File: src/rtl/seg7_scan_driver.sv
// seg7_scan_driver: time-multiplexed hex 7-segment display driver with leading-zero blanking
// Ports: clk/reset (sync, active-high); wr_en/wr_addr/wr_data/wr_dp write the digit file;
// dec_mode renders 0xA..0xF as '-'; blank_lz suppresses leading zeros;
// seg_out (bit0=a..bit6=g), dp_out, digit_en (one-hot) drive the display;
// frame_tick pulses once per full scan.
module seg7_scan_driver #(
  parameter int NUM_DIGITS = 4,
  parameter int PRESCALE = 1024,
  parameter int BLANK_CYCLES = 1,
  parameter int ACTIVE_LOW = 0
) (
  input  logic clk,
  input  logic reset,
  input  logic wr_en,
  input  logic [$clog2(NUM_DIGITS)-1:0] wr_addr,
  input  logic [3:0] wr_data,
  input  logic wr_dp,
  input  logic dec_mode,
  input  logic blank_lz,
  output logic [6:0] seg_out,
  output logic dp_out,
  output logic [NUM_DIGITS-1:0] digit_en,
  output logic frame_tick
);
  localparam int AW = $clog2(NUM_DIGITS);
  localparam int CW = $clog2(PRESCALE);
  localparam logic INV = ACTIVE_LOW != 0;
  localparam logic [6:0] FONT [16] = '{
    7'h3F, 7'h06, 7'h5B, 7'h4F, 7'h66, 7'h6D, 7'h7D, 7'h07,
    7'h7F, 7'h6F, 7'h77, 7'h7C, 7'h39, 7'h5E, 7'h79, 7'h71
  };
  logic [NUM_DIGITS-1:0][3:0] digit;
  logic [NUM_DIGITS-1:0] dp;
  logic [CW-1:0] count;
  logic [AW-1:0] index;
  logic [3:0] cur;
  logic nz_above;
  logic lz_blank;
  logic active;
  logic slot_end;
  logic last_digit;
  logic [6:0] glyph;
  logic [NUM_DIGITS-1:0] en_next;
  always_comb begin
    cur = digit[index];
    nz_above = 1'b0;
    // any nonzero digit at or above the scanned position means it is not a leading zero
    for (int j = 0; j < NUM_DIGITS; j++)
      nz_above = nz_above | (j >= int'(index) && digit[j] != 4'h0);
    lz_blank = blank_lz && index != '0 && !nz_above;
    glyph = lz_blank ? 7'h00 : (dec_mode && cur > 4'd9) ? 7'h40 : FONT[cur];
    active = int'(count) >= BLANK_CYCLES;
    en_next = active ? NUM_DIGITS'(1) << index : '0;
    slot_end = count == CW'(PRESCALE - 1);
    last_digit = index == AW'(NUM_DIGITS - 1);
  end
  always_ff @(posedge clk) begin
    if (reset) begin
      digit <= '0;
      dp <= '0;
      count <= '0;
      index <= '0;
      seg_out <= {7{INV}};
      dp_out <= INV;
      digit_en <= {NUM_DIGITS{INV}};
      frame_tick <= 1'b0;
    end else begin
      count <= slot_end ? '0 : count + 1'b1;
      index <= slot_end ? (last_digit ? '0 : index + 1'b1) : index;
      frame_tick <= slot_end && last_digit;
      seg_out <= (active ? glyph : 7'h00) ^ {7{INV}};
      dp_out <= (active && dp[index]) ^ INV;
      digit_en <= en_next ^ {NUM_DIGITS{INV}};
      if (wr_en && int'(wr_addr) < NUM_DIGITS) begin
        digit[wr_addr] <= wr_data;
        dp[wr_addr] <= wr_dp;
      end
    end
  end
endmodule

File: config.mk
export PLATFORM = sky130hd
export DESIGN_NAME = seg7_scan_driver
export DESIGN_NICKNAME = d
export VERILOG_FILES = /design/src/rtl/seg7_scan_driver.sv
export SDC_FILE = /design/constraint.sdc
export NUM_CORES = 1
export LEC_CHECK = 0
export BUFFER_PORTS_ARGS = -buffer_cell sky130_fd_sc_hd__buf_2
export CAP_MARGIN = 15
export CELL_PAD_IN_SITES_DETAIL_PLACEMENT = 0
export CELL_PAD_IN_SITES_GLOBAL_PLACEMENT = 1
export CORE_MARGIN = 4
export CORE_UTILIZATION = 40
export DETAILED_ROUTE_END_ITERATION = 7
export GPL_TIMING_DRIVEN = 1
export PLACE_DENSITY = 0.67
export SYNTH_ARGS = -nofsm -noshare
export SYNTH_HDL_FRONTEND = slang
export SYNTH_SLANG_ARGS = --single-unit
File: constraint.sdc
create_clock -name clk -period 4.2 [get_ports clk]
set_clock_uncertainty 0.15 [all_clocks]
set_input_delay 0 -clock clk [delete_from_list [all_inputs] [get_ports clk]]
set_output_delay 0 -clock clk [all_outputs]
set_load 0.03 [all_outputs]
==> flow_summary.yaml <==
run_status:
  status: "finished, final reports clean"
pwr:
  vdd_drop_max_uv: 222
  powerDensity_nw_per_um2: 332
  p_leak_uw: 0.00114
detailed_routing:
  drc: 0
  dr_wl_met3_um: 159
  wl_met1_mm: 2.29
  viasPerCell: 4.95
  first_pass_iters: 4
  drtAntennaViolNets: 0
  top_layer_used: "met4"
  wl_met2_mm: 2.10
  drt_wl_total_mm: 4.60
  vias: 1610
  wl_per_cell_um: 14.2
  drt_iter0_markers: 53
sta:
  report.final.slew_viol_count: 0
  hold_viol_final: 0
  setup-tns-final_ns: 0
  finalSetupViolations: 0
  max-slew-margin-rel: 0.507
  worst_pin_slew_ns: 0.739
  fmax_mhz: 346
  rsz0062_at_grt: "false"
  timing.final.crit_share: 0.689
  finalCriticalPeriod_ns: 2.89
setup_path:
  cp_data_arrival_time_ns: 2.94
  cp-startpoint: "index[0]"
  crit_path_end: "seg_out[1]"
  r2r_cells: 7
  path_max_fanout: 18
  cp_slowest_cell: "dfxtp_1"
  critical-path-top-delay-family: "flip-flops"
  worstSetupEndpointType: "flop"
  r2r_slack_ns: 1.31
  critPathBufInv: 1
  r2r_start: "index[0]"
  worstReg2RegEnd: "seg_out[1]"
  critPathLaunchType: "flop"
  crit_type: "reg2reg"
  path_depth: 7
  cpPeakStageDelay_ns: 0.81
  crit_chain: "mux4_1, inv_1, ha_1, nor2_1, o211ai_2, o311ai_2, a311oi_1"
  crit_required_ns: 4.25
global_routing:
  grt_pass1_vias: 1527
  overflow: 0
  track_usage: 0.149
  grt_pass1_wl_mm: 7.60
  antenna_found_initial: 0
  grt_max_degree: 29
clock_network:
  clk-insertion-delay-late_ns: 0.29
  clock-sinks: 45
  root_buffer: "clkbuf_8"
  cts-resized-gates: 0
  postCtsSetupRepairBufs: 0
  clk_pin_slew_worst_paths_ns: 0.08
  cts_tree: "yes"
  cts_buffers: 5
  cts_buffer_depth: 2
  htree_levels: 2
synth:
  synth_seq_cells: 45
  netlist_top_cells_count: "dfxtp_1 (45), nor2_1 (43), mux2i_1 (24)"
  synth_top_family_by_area: "simple AND/OR/NAND/NOR gates"
  syn_avg_cell_area_um2: 10.0
  synthArstFlopShare: 0
  synth-edff-count: 0
  netlist_area_um2: 2200
  syn_nets: 246
  synth_fa_ha_area_frac: 0.0795
  synth_most_common_cell: "dfxtp_1"
  yosys-top-cells-area: "dfxtp_1 (41%), mux2i_1 (11%), ha_1 (8.0%), nor2_1 (7.3%), mux4_2 (3.1%)"
  synth_warnings: 0
  synth_area_leader_cell: "dfxtp_1"
  synth-main-ff-cell: "dfxtp_1"
  netlist_instances: 220
  synth_mux_area_frac: 0.170
  synth_simple_gate_area_frac: 0.179
  synth_cell_type_count: 40
  yosysTopAreaCellShare: 0.409
  synth_xor_xnor_area_share: 0.0477
  synth_compound_gate_area_share: 0.0744
  synth_seq_area_share: 0.409
hold_path:
  worstHoldPathCells: 4
  hold_class: "in2reg"
final_layout:
  fin_nets: 280
  diodes: 0
  instances_no_fill: 325
  final_layout_size_suffix_gt1_frac: 0.165
  syn_to_final_growth_pct: 16.9
  finalInstanceArea_um2: 2570
die:
  ios: 25
  core-area_um2: 5240
  die-area_um2: 6760
  row_count: 26
  die_h_um: 82.2
  initial_core_util: 0.421
  die_x_um: 82.2
placed_design:
  hpwl_mm: 3.35
  gp_congestion: 0.758
  portBuffers: 24
  postPlaceCellArea_um2: 2360
  dpl.cell_count: 306
job:
  drv_cap: 0
## timing repair
item | CTS | global route
setup endpoints to repair | 0 | 0
hold buffers | 11 | 0
endpoints found under the hold margin | 26 | 0
## state kept, by name (all words and copies together), names as in the netlist
signal and flops:
dp 4, dp_out 1, index 2, digit 16
count 10, seg_out 7, digit_en 4, frame_tick 1
## worst min-delay path by stage
stage          startpoint    endpoint  slack, ns
2_1_floorplan  wr_data[2]   digit[10]     -0.006
4_1_cts             wr_en    digit[0]       0.12
6_report         blank_lz  seg_out[6]       0.12
3_3_place_gp   wr_data[3]   digit[15]       0.14
3_5_place_dp   wr_data[2]   digit[14]       0.15
5_1_grt          blank_lz  seg_out[6]       0.13
## cells in the final DEF (no fill, tap or decap), drive strengths merged, types with 3 or more instances in the layout
master       synthesis  final
dfxtp               45     45
nor2                43     43
mux2i               24     24
buf                  5     24
ha                  14     14
inv                 11     11
dlygate4sd3          0     11
nand2                8      8
xor2                 7      7
clkbuf               3      7
nand3                6      6
xnor2                5      5
mux4                 5      5
a21oi                4      4
nor4                 4      4
nor3b                4      4
a211oi               4      4
and4                 3      3
nand3b               3      3
## per-stage QoR
stage	worst slack, ns	util	total power, uW	hold WS [ns]
CTS	1.28	0.492	872	0.120
global route	1.09	0.492	900	0.130
floorplan	1.89	-	538	-0.00606
finish	1.31	0.492	856	0.123
global placement	1.40	0.451	569	0.137
detailed placement	1.29	0.451	569	0.151
## layer usage
layer  global-route usage  up-vias
met5                    0        -
li1                     -      836
met4               0.0548        0
met1                0.208      743
met2                0.223       25
met3               0.0336        6
## tightest hold or removal path, stage by stage
cell,delay (ns)
buf_2,0.10
nand3b_1,0.13
o31a_1,0.15
o221a_2,0.16
## area by class of cell
class                           count  area, um2
Clock buffer                        7       96.3
Clock inverter                      1       5.00
Fill cell                         538       2660
Inverter                           11       41.3
Multi-Input combinational cell    156       1210
Sequential cell                    45        901
Tap cell                           70       87.6
Timing Repair Buffer               35        230
## logic make-up (layout without fill, tap and decap cells)
| group | count (synthesis) | in the layout |
|---|---|---|
| fa+ha+maj | 14 | 14 |
| buf+inv | 19 | 54 |
| compound gates | 19 | 19 |
| simple gates | 81 | 81 |
| mux | 30 | 30 |
| flops | 45 | 45 |
| xor+xnor | 12 | 12 |
## power breakdown
group | total (uW) | switching [uW] | internal (uW)
Combinational | 109 | 63.6 | 45.8
Clock | 291 | 142 | 149
Sequential | 455 | 11.2 | 444
Total | 856 | 217 | 639
No activity file was read; power rests on OpenSTA's default activity.
